## src/rtl/efpga_config_word_decoder.sv

```systemverilog
// Decodes the 32-bit self-write configuration stream into per-row frame writes and frame strobes.
// Optional idle-abort mid-frame is enabled with `define CONFIG_TIMEOUT_EN.
module efpga_config_word_decoder #(
  parameter int          NUMBER_OF_ROWS     = 4,
  parameter int          FRAME_BITS_PER_ROW = 32,
  parameter int          ROW_SELECT_WIDTH   = 5,
  parameter int          DESYNC_FLAG        = 20,
  parameter logic [31:0] SYNC_WORD          = 32'hFAB0FAB1,
  parameter int          TIMEOUT_CYCLES     = 1_200_000
) (
  input  logic                          clk_system_i,
  input  logic                          reset_i,
  input  logic [31:0]                   write_data_i,
  input  logic                          write_strobe_i,
  output logic [31:0]                   frame_address_o,
  output logic [FRAME_BITS_PER_ROW-1:0] frame_data_o,
  output logic [ROW_SELECT_WIDTH-1:0]   row_select_o,
  output logic                          local_strobe_o,
  output logic                          long_frame_strobe_o,
  output logic                          synced_o,
  output logic                          error_o
);

  localparam int RW = $clog2(NUMBER_OF_ROWS + 1);
  localparam logic [RW-1:0] ROW_LAST = RW'(NUMBER_OF_ROWS - 1);

  typedef enum logic [1:0] {IDLE, ADDR, DATA} state_t;

  state_t        state, state_nxt;
  logic [RW-1:0] row_cnt;
  logic          is_sync, take_addr, take_data, desync, last_word, last_pend;
  logic          timeout;

  assign is_sync = write_strobe_i && (write_data_i == SYNC_WORD);

`ifdef CONFIG_TIMEOUT_EN
  localparam int TW = $clog2(TIMEOUT_CYCLES + 1);
  localparam logic [TW-1:0] TO_LAST = TW'(TIMEOUT_CYCLES - 1);
  logic [TW-1:0] to_cnt;

  // Counts consecutive strobe-less cycles spent in DATA.
  always_ff @(posedge clk_system_i) begin
    if (reset_i || state != DATA || write_strobe_i) to_cnt <= '0;
    else                                            to_cnt <= to_cnt + 1'b1;
  end

  assign timeout = (state == DATA) && !write_strobe_i && (to_cnt == TO_LAST);
`else
  assign timeout = 1'b0;
`endif

  always_ff @(posedge clk_system_i) begin
    if (reset_i) state <= IDLE;
    else         state <= state_nxt;
  end

  // Sync word takes priority everywhere, including over the desync bit it happens to carry.
  always_comb begin
    state_nxt = state;
    take_addr = 1'b0;
    take_data = 1'b0;
    desync    = 1'b0;
    last_word = 1'b0;
    if (timeout) begin
      state_nxt = IDLE;
    end else if (write_strobe_i) begin
      case (state)
        IDLE: if (is_sync) state_nxt = ADDR;
        ADDR: begin
          if (is_sync) begin
            state_nxt = ADDR;
          end else if (write_data_i[DESYNC_FLAG]) begin
            desync    = 1'b1;
            state_nxt = IDLE;
          end else begin
            take_addr = 1'b1;
            state_nxt = DATA;
          end
        end
        DATA: begin
          if (is_sync) begin
            state_nxt = ADDR;
          end else begin
            take_data = 1'b1;
            if (row_cnt == ROW_LAST) begin
              last_word = 1'b1;
              state_nxt = ADDR;
            end
          end
        end
        default: state_nxt = IDLE;
      endcase
    end
  end

  always_ff @(posedge clk_system_i) begin
    if (reset_i) begin
      row_cnt             <= '0;
      frame_address_o     <= '0;
      frame_data_o        <= '0;
      row_select_o        <= '0;
      local_strobe_o      <= 1'b0;
      long_frame_strobe_o <= 1'b0;
      last_pend           <= 1'b0;
      synced_o            <= 1'b0;
      error_o             <= 1'b0;
    end else begin
      local_strobe_o      <= take_data;
      last_pend           <= last_word;
      long_frame_strobe_o <= last_pend;
      synced_o            <= (state_nxt != IDLE);
      if (is_sync) row_cnt <= '0;
      if (take_addr) begin
        frame_address_o <= write_data_i;
        row_cnt         <= '0;
      end
      if (take_data) begin
        frame_data_o <= FRAME_BITS_PER_ROW'(write_data_i);
        row_select_o <= ROW_SELECT_WIDTH'(row_cnt + RW'(1));
        row_cnt      <= row_cnt + RW'(1);
      end
      if (desync || timeout) row_select_o <= '0;
      if (timeout) error_o <= 1'b1;
    end
  end

endmodule
```

## config.mk

```make
export PLATFORM = sky130hd
export DESIGN_NAME = efpga_config_word_decoder
export DESIGN_NICKNAME = d
export VERILOG_FILES = /design/src/rtl/efpga_config_word_decoder.sv
export SDC_FILE = /design/constraint.sdc
export NUM_CORES = 1
export LEC_CHECK = 0
export BUFFER_PORTS_ARGS = -buffer_cell sky130_fd_sc_hd__clkbuf_2
export CORE_MARGIN = 5
export CORE_UTILIZATION = 41
export DETAILED_ROUTE_END_ITERATION = 7
export PLACE_DENSITY = 0.66
export SKIP_CTS_REPAIR_TIMING = 1
export SLEW_MARGIN = 10
export SYNTH_ARGS = -nofsm -noshare
export SYNTH_HDL_FRONTEND = slang
export SYNTH_SLANG_ARGS = --single-unit
```

## constraint.sdc

```tcl
create_clock -name clk_system_i -period 1.85 [get_ports clk_system_i]
set_input_delay 0.0925 -clock clk_system_i [delete_from_list [all_inputs] [get_ports clk_system_i]]
set_output_delay 0.0925 -clock clk_system_i [all_outputs]
set_load 0.01 [all_outputs]
```

======== Word level (Yosys, flattened, before mapping) ========
Index checks and enable logic that the tools add are counted.
storage, ports and cells
  bits in read-only memories .............. 0
  input bits .............................. 35
  bits in writable memories ............... 0
  memories ................................ 0
  latch bits .............................. 0
  register bits after elaboration ......... 78
cells by class
  equality and inequality tests ........... 4
  shift operators ......................... 0
  bitwise operators ....................... 2
  reduce and logical (&&, ||, !) cells .... 6
  mux-type cells .......................... 22
  divide/modulo/power cells ............... 0
  add/subtract/negate cells ............... 2
  $mul .................................... 0
  $lt $le $gt $ge ......................... 0
operators by type and width
  cell                                                             count
  32-bit == test, second input constant                            1
  1-bit two-way mux                                                12
  2-bit two-way mux                                                6
  3-bit two-way mux                                                3
  2-bit one-hot mux with 3 select lines                            1
  3-bit by 1-bit adder with 4-bit output, second input constant    1
  4-bit OR reduction                                               1
  3-bit by 1-bit adder with 3-bit output, second input constant    1
  3-bit by 2-bit == test with 1-bit output, second input constant  1
  3-bit nonzero test                                               1
  2-bit by 1-bit == test with 1-bit output, second input constant  1
  2-bit == test, second input constant                             1
  2-bit logical NOT                                                1
  1-bit NOT                                                        2
  2-bit nonzero test                                               1
  2-bit OR reduction                                               1
  1-bit logical AND                                                1

======== Depth between registers and ports, before layout ========
Gate-level depths: netlist of the first run.
  word-level depth ........................ 7
  mapped depth ............................ 7

======== Worst setup path after synthesis of the first run ========
Ideal clock, no wire load.
  kind .................................... register to register
  start ................................... register state[1]
  end ..................................... register frame_data_o[0]
  arrival ................................. 1.334 ns
  buffers on the path ..................... 1
  cell stages (with the launch flop) ...... 7
  setup time .............................. 0.128 ns
  slack ................................... 0.388 ns
  cells stage by stage .................... dfxtp_1 > nor2b_1 > nand2_1 > a31oi_4 > buf_4 > mux2i_1 > nor2_1
between the ends
  longest elaborated chain between the ends .. 3
ends and longest elaborated chain
  element                 RTL line  RTL
  from (decl)             29        state_t state, state_nxt;
  from (signal assigned)  54        else state <= state_nxt;
  2-bit == test           67        case (state)
  1-bit two-way mux       67
  1-bit two-way mux       66        end else if (write_strobe_i) begin
  to (signal assigned)    118       frame_data_o <= FRAME_BITS_PER_ROW'(write_data_i);
  to (decl)               16        output logic [FRAME_BITS_PER_ROW-1:0] frame_data_o,
Every way passes these cells.
A chain may end at the register's enable or synchronous reset.

======== Worst setup path in the final report of the first run ========
  start ................................... input write_data_i[31]
  end ..................................... register row_select_o[2]
between the ends
  longest elaborated chain between the ends .. 6
  elaborated cells on any way between the ends .. 9
ends and longest elaborated chain
  element                       RTL line  RTL
  from (decl)                   13        input logic [31:0] write_data_i,
  32-bit == test *              34        assign is_sync = write_strobe_i && (write_data_i == SYNC_WORD);
  1-bit logical AND *           34
  1-bit two-way mux             70        if (is_sync) begin
  1-bit two-way mux             67
  1-bit two-way mux             66
  2-bit OR reduction (no line)  --
  to (signal assigned)          119       row_select_o <= ROW_SELECT_WIDTH'(row_cnt + RW'(1));
  to (decl)                     17        output logic [ROW_SELECT_WIDTH-1:0] row_select_o,
Every way passes the cells marked *; elsewhere a longest branch is shown, timed or not.

==> run_results.csv, run 1 <==
group,metric,value,unit
timing,clock_skew,0.01054,ns
logic_synthesis,yosys-top-cells-count,"dfxtp_1 (77), nand2_1 (70), nor2_1 (38)",
placed_design,port_buffers,105,
logic_synthesis,synth_cells,315,
global_route,grt_usage,0.1718,
clock_tree,path_clk_slew,0.08,ns
layout,fin_nets,456,
logic_synthesis,yosysMostFrequentCell,"dfxtp_1",
power_and_ir_drop,p_per_area,866.7,nW/um2
floorplanning,fp.dieArea,8849,um2
timing,fin_crit_sh,0.9233,
route,initialDrtViolationCount,75,
logic_synthesis,synth_top_cell_area_share,0.5320,
timing,setup_ws,0.1419,ns
floorplanning,die_w,94.07,um
setup_path,cp-end-kind,"flip-flop",
route,dr.pass1.iters,5,
setup_path,arrival,1.96,ns
logic_synthesis,yosys_warnings,0,
placed_design,place_ws,0.1949,ns
worst_hold_path,min_path_cells,3,
logic_synthesis,synth_edf_count,0,
floorplanning,initial_core_util,0.4242,
global_route,antenna_found_initial,0,
placed_design,place.gp.congestion,0.7629,
global_route,grt_pass1_vias,2463,
setup_path,worstSetupPathType,"in -> reg",
setup_path,r2r_cells,6,
timing,rsz0062_at_grt,"false",
timing,hold_viol,2,
global_route,grt_max_degree,32,
clock_tree,cts_tree,"built",
setup_path,rr_startpoint,"state[1]$_SDFF_PP0_",
clock_tree,clk_path_buf_depth,2,
outcome,status,"finished with violations",
logic_synthesis,synth_cell_types,36,
route,drt-total-wl,7.405,mm
clock_tree,cts_root_buffer,"clkbuf_8",
worst_hold_path,hold_path_end,"frame_address_o[6]$_SDFFE_PP0P_",
floorplanning,ios,108,
layout,diodes,0,
run,cap_violations,0,
setup_path,start_kind,"input port",
timing,setup_viol,0,
outcome,violations,"negative hold slack",
logic_synthesis,synth_seq_cells,77,
floorplanning,die_height,94.07,um
setup_path,r2r-end,"frame_data_o[16]$_SDFFE_PP0P_",
route,ant_nets,0,
clock_tree,clkSinkCount,77,
clock_tree,clk_latency,0.34,ns
worst_hold_path,hp-class,"in -> reg",
layout,drive_above_1_share,0.3137,
floorplanning,core,6832,um2
worst_hold_path,min_from,"write_data_i[6]",
timing,whs,-0.0008675,ns
global_route,grt-ovfl-total,0,
setup_path,worstPathMaxFanout,4,
setup_path,required,2.10,ns
placed_design,hpwl,5.418,mm
clock_tree,cts_buffers,9,
timing,max_freq,0.5854,GHz
global_route,grt_pass1_wl,11.85,mm
layout,syn_to_final_growth,30.27,%
logic_synthesis,synth_area_leaders,"dfxtp_1 (53%), mux2i_1 (11%), nand2_1 (9.1%)",
floorplanning,rows,30,
logic_synthesis,async_reset_ff_frac,0,
logic_synthesis,synth_ff_type,"dfxtp_1",
logic_synthesis,syn-mean-instance-area,9.199,um2
route,vias,2507,
logic_synthesis,ys_seq_area_frac,0.5320,
logic_synthesis,synth_area_leader_cell,"dfxtp_1",
power_and_ir_drop,p_leak,1.571,nW
route,vias_per_cell,4.821,
setup_path,rrSetupSlack,0.26,ns
logic_synthesis,syn_area,2898,um2
timing,fin_tns_setup,0,ns
timing,finalCriticalPeriod,1.708,ns
route,wl_per_cell,14.24,um
route,drc_errors,0,
timing,drv_slew,0,
power_and_ir_drop,ir_drop,0.0004478,V
clock_tree,htreeDepth,3,
[logic make-up (layout without fill, tap and decap cells)]
group	after synthesis	count (layout)	share of synthesized area
simple gates	131	131	0.2107
compound gates	47	47	0.09628
other cells	1	2	0.001294
buf+inv	25	133	0.04059
fa+ha+maj	2	2	0.008634
mux	32	32	0.1105
flops	77	77	0.5320
[power breakdown]
part,total (W),internal [W],leakage (nW),switching [W]
sequential,0.00169,0.00168,0.621,0.0000109
clock,0.00139,0.000794,0.112,0.000594
combinational,0.000197,0.0000792,0.838,0.000117
[worst max path at each step]
stage	to	cells past startpoint	from	slack, ns
final	row_select_o[2]$_SDFFE_PP0P_	7	write_data_i[31]	0.14
after global routing	row_select_o[2]$_SDFFE_PP0P_	7	write_data_i[31]	0.06
after CTS	frame_data_o[28]$_SDFFE_PP0P_	6	state[1]$_SDFF_PP0_	0.26
after detailed placement	row_select_o[2]$_SDFFE_PP0P_	6	write_data_i[6]	0.19
after global placement	row_select_o[2]$_SDFFE_PP0P_	6	write_data_i[6]	0.21
after floorplan	frame_data_o[0]$_SDFFE_PP0P_	6	state[1]$_SDFF_PP0_	0.39
[registers in the layout (all words and copies together), names as in the netlist]
| register | cells |
|---|---|
| local_strobe_o | 1 |
| state | 2 |
| row_cnt | 3 |
| row_select_o | 4 |
| last_pend | 1 |
| frame_data_o | 32 |
| long_frame_strobe_o | 1 |
| synced_o | 1 |
| frame_address_o | 32 |
[layer usage]
metal / GRT usage / routed length, um / part of all wire / vias to the layer above
met5: 0 / 0 / 0 / -
met4: 0.06498 / 94 / 0.013 / 0
met3: 0.05689 / 611 / 0.083 / 10
met2: 0.2797 / 3397 / 0.46 / 82
met1: 0.2097 / 3301 / 0.45 / 1160
li1: - / - / - / 1255
[layout make-up]
cell class | count | area, um2
Clock inverter | 6 | 86.33
Sequential cell | 77 | 1541
Timing Repair Buffer | 114 | 635.6
Clock buffer | 10 | 137.6
Tap cell | 96 | 120.1
Multi-Input combinational cell | 214 | 1242
Fill cell | 673 | 3057
Inverter | 3 | 11.26
[critical path, cell delays in order]
cell	delay, ns
dlygate4sd3_1	0.54
clkbuf_2	0.13
nand4bb_1	0.15
nor4_4	0.36
nand3_2	0.17
a41o_1	0.32
a211oi_1	0.20
[placed cells by master (no fill, tap or decap), types with 2 or more instances in the layout]
master / n
a211oi_1: 2
a21oi_1: 34
and2_1: 2
and3_1: 2
buf_12: 3
buf_4: 4
bufinv_16: 2
clkbuf_2: 105
clkbuf_8: 10
clkinv_2: 2
conb_1: 2
dfxtp_1: 77
dlygate4sd3_1: 2
ha_1: 2
inv_1: 3
mux2i_1: 32
nand2_1: 70
nand2b_1: 2
nand4_1: 2
nand4b_1: 2
nand4bb_1: 2
nor2_1: 38
nor2b_1: 5
o22ai_1: 2
[stage by stage]
| step | instance area, um2 | total power [W] | instances | utilization | hold WS, ns |
|---|---|---|---|---|---|
| 4_1_cts | 3755 | 0.003317 | 518 | 0.5496 | -0.01963 |
| 5_1_grt | 3775 | 0.003418 | 520 | 0.5526 | 0.0002184 |
| 6_report | 3775 | 0.003272 | 520 | 0.5526 | -0.0008675 |
| 3_5_place_dp | 3531 | 0.001921 | 502 | 0.5169 | 0.3538 |
| 2_1_floorplan | 2902 | 0.001821 | 316 | - | 0.2285 |
| 3_3_place_gp | 3531 | 0.001918 | 502 | 0.5169 | 0.3501 |
No activity file was read; power rests on OpenSTA's default activity.
==> inputs of run 2 (changes only) <==
--- a/config.mk
+++ b/config.mk
@@ -8,8 +8,9 @@
 export BUFFER_PORTS_ARGS = -buffer_cell sky130_fd_sc_hd__clkbuf_2
 export CORE_MARGIN = 5
 export CORE_UTILIZATION = 41
+export CTS_BUF_LIST = sky130_fd_sc_hd__clkbuf_8
 export DETAILED_ROUTE_END_ITERATION = 7
-export PLACE_DENSITY = 0.66
+export PLACE_DENSITY = 0.77
 export SKIP_CTS_REPAIR_TIMING = 1
 export SLEW_MARGIN = 10
 export SYNTH_ARGS = -nofsm -noshare
==> run 2 against run 1 <==
  * The run still ends with negative hold slack left
  * Count of clock-buffer cells in the layout rose by 1
  * Power is 6.0% lower
  * Global-route usage up 0.071 points
  * Wire length increased by 1.3%
  * Final cell count grew 1.7%
  * Die area did not move
  * Flip-flop and latch count did not move
  * Clock skew is 0.0021 ns lower
==> run_results.csv, run 2 (synthesized netlist as in run 1, its figures left out) <==
group,metric,value,unit
global_route,grt_usage,0.1725,
global_route,grt-ovfl-total,0,
layout,syn_to_final_growth,31.74,%
power_and_ir_drop,p_leak,1.592,nW
floorplanning,ios,108,
layout,top_regs,"frame_address_o x32, frame_data_o x32, row_select_o x4",
setup_path,cp-end-kind,"flip-flop",
layout,n_fill_cell,673,
layout,fin_nets,465,
layout,layoutNonFillerInstCount,529,
floorplanning,core,6832,um2
setup_path,worstSetupPathType,"in -> reg",
placed_design,place.gp.congestion,0.7983,
timing,drv_slew,0,
clock_tree,clk_latency,0.35,ns
placed_design,hpwl,5.475,mm
power_and_ir_drop,power.switching,0.0007444,W
power_and_ir_drop,total_power,0.003075,W
timing,setup_viol,0,
floorplanning,die_height,94.07,um
clock_tree,htreeDepth,3,
power_and_ir_drop,p_clk_frac,0.383,
route,initialDrtViolationCount,124,
timing,max_freq,0.5803,GHz
setup_path,worstPathMaxFanout,21,
timing,setup_ws,0.1268,ns
floorplanning,initial_core_util,0.4242,
route,ant_nets,0,
timing,clock_skew,0.008416,ns
global_route,antenna_found_initial,0,
route,vias_per_cell,4.794,
setup_path,start_kind,"input port",
placed_design,place_ws,0.1248,ns
setup_path,required,2.08,ns
route,drc_errors,0,
timing,rsz0062_at_grt,"false",
run,cap_violations,0,
layout,mostFrequentLayoutCells,"clkbuf_2 (105), dfxtp_1 (77), nand2_1 (70)",
clock_tree,clkSinkCount,77,
timing,fin_tns_setup,0,ns
route,vias,2536,
power_and_ir_drop,ir_drop,0.0003629,V
layout,diodes,0,
timing,fin_crit_sh,0.9315,
clock_tree,cts_tree,"built",
global_route,grt_pass1_wl,11.90,mm
worst_hold_path,hp-class,"in -> reg",
power_and_ir_drop,p_comb_frac,0.068,
floorplanning,rows,30,
clock_tree,cts_buffers,9,
timing,hold_viol,5,
global_route,grt_max_degree,32,
placed_design,port_buffers,105,
power_and_ir_drop,switching_share,0.2421,
timing,finalCriticalPeriod,1.723,ns
floorplanning,die_w,94.07,um
outcome,status,"finished with violations",
route,drt-total-wl,7.498,mm
clock_tree,path_clk_slew,0.08,ns
clock_tree,clk_path_buf_depth,2,
clock_tree,cts_root_buffer,"clkbuf_8",
power_and_ir_drop,p_per_area,805.4,nW/um2
floorplanning,fp.dieArea,8849,um2
setup_path,arrival,1.96,ns
global_route,grt_pass1_vias,2432,
layout,final_common_cell,"clkbuf_2",
placed_design,dp.cells,502,
outcome,violations,"negative hold slack",
power_and_ir_drop,intPower,0.002330,W
layout,drive_above_1_share,0.3048,
power_and_ir_drop,pwr-share-seq,0.549,
timing,whs,-0.01627,ns
route,dr.pass1.iters,4,
route,wl_per_cell,14.17,um
## run 2: layout make-up
class	count	area (um2)	share of cell area
sequential	77	1541	0.4038
inverter	3	11.26	0.002950
timing repair buffer	123	716.9	0.1878
multi-input combinational	214	1242	0.3255
clock buffer	11	151.4	0.03966
tap	96	120.1	0.03147
clock inverter	5	33.78	0.008850
## run 2: metrics by stage
step | hold WS, ns | instance area [um2] | util
after floorplan | 0.2285 | 2902 | -
after global placement | 0.3439 | 3518 | 0.5150
after detailed placement | 0.3505 | 3518 | 0.5150
after CTS | -0.03013 | 3704 | 0.5421
after global routing | 0.003140 | 3817 | 0.5588
final | -0.01627 | 3817 | 0.5588
## run 2: worst paths after layout
check                                    endpoint  slack, ns  depth (start not counted)                 start
setup / recovery    frame_data_o[28]$_SDFFE_PP0P_       0.13                          8      write_data_i[23]
hold / removal    frame_address_o[6]$_SDFFE_PP0P_      -0.02                          3       write_data_i[6]
setup reg to reg    frame_data_o[28]$_SDFFE_PP0P_       0.22                          6   state[1]$_SDFF_PP0_
hold reg to reg    long_frame_strobe_o$_SDFF_PP0_       0.43                          1  last_pend$_SDFF_PP0_
## run 2: layer usage
layer	vias up	track usage	routed length, um
met5	-	0	0
met4	0	0.06619	133
met3	13	0.06731	575
met2	82	0.2797	3578
met1	1159	0.2051	3210
li1	1282	-	-
## run 2: critical path, stage by stage
cell and delay (ns):
dlygate4sd3_1 0.54, clkbuf_2 0.12, nor4bb_1 0.13, and4b_1 0.24, a31oi_4 0.23, buf_6 0.30
mux2i_1 0.24, nor2_1 0.06
## run 2: power groups by stage
stage          Combinational, W  Clock, W  Sequential, W
2_1_floorplan         0.0000877         0        0.00173
3_3_place_gp           0.000189         0        0.00173
6_report               0.000209   0.00118        0.00169
5_1_grt                0.000232   0.00129        0.00169
3_5_place_dp           0.000191         0        0.00173
4_1_cts                0.000191   0.00121        0.00169
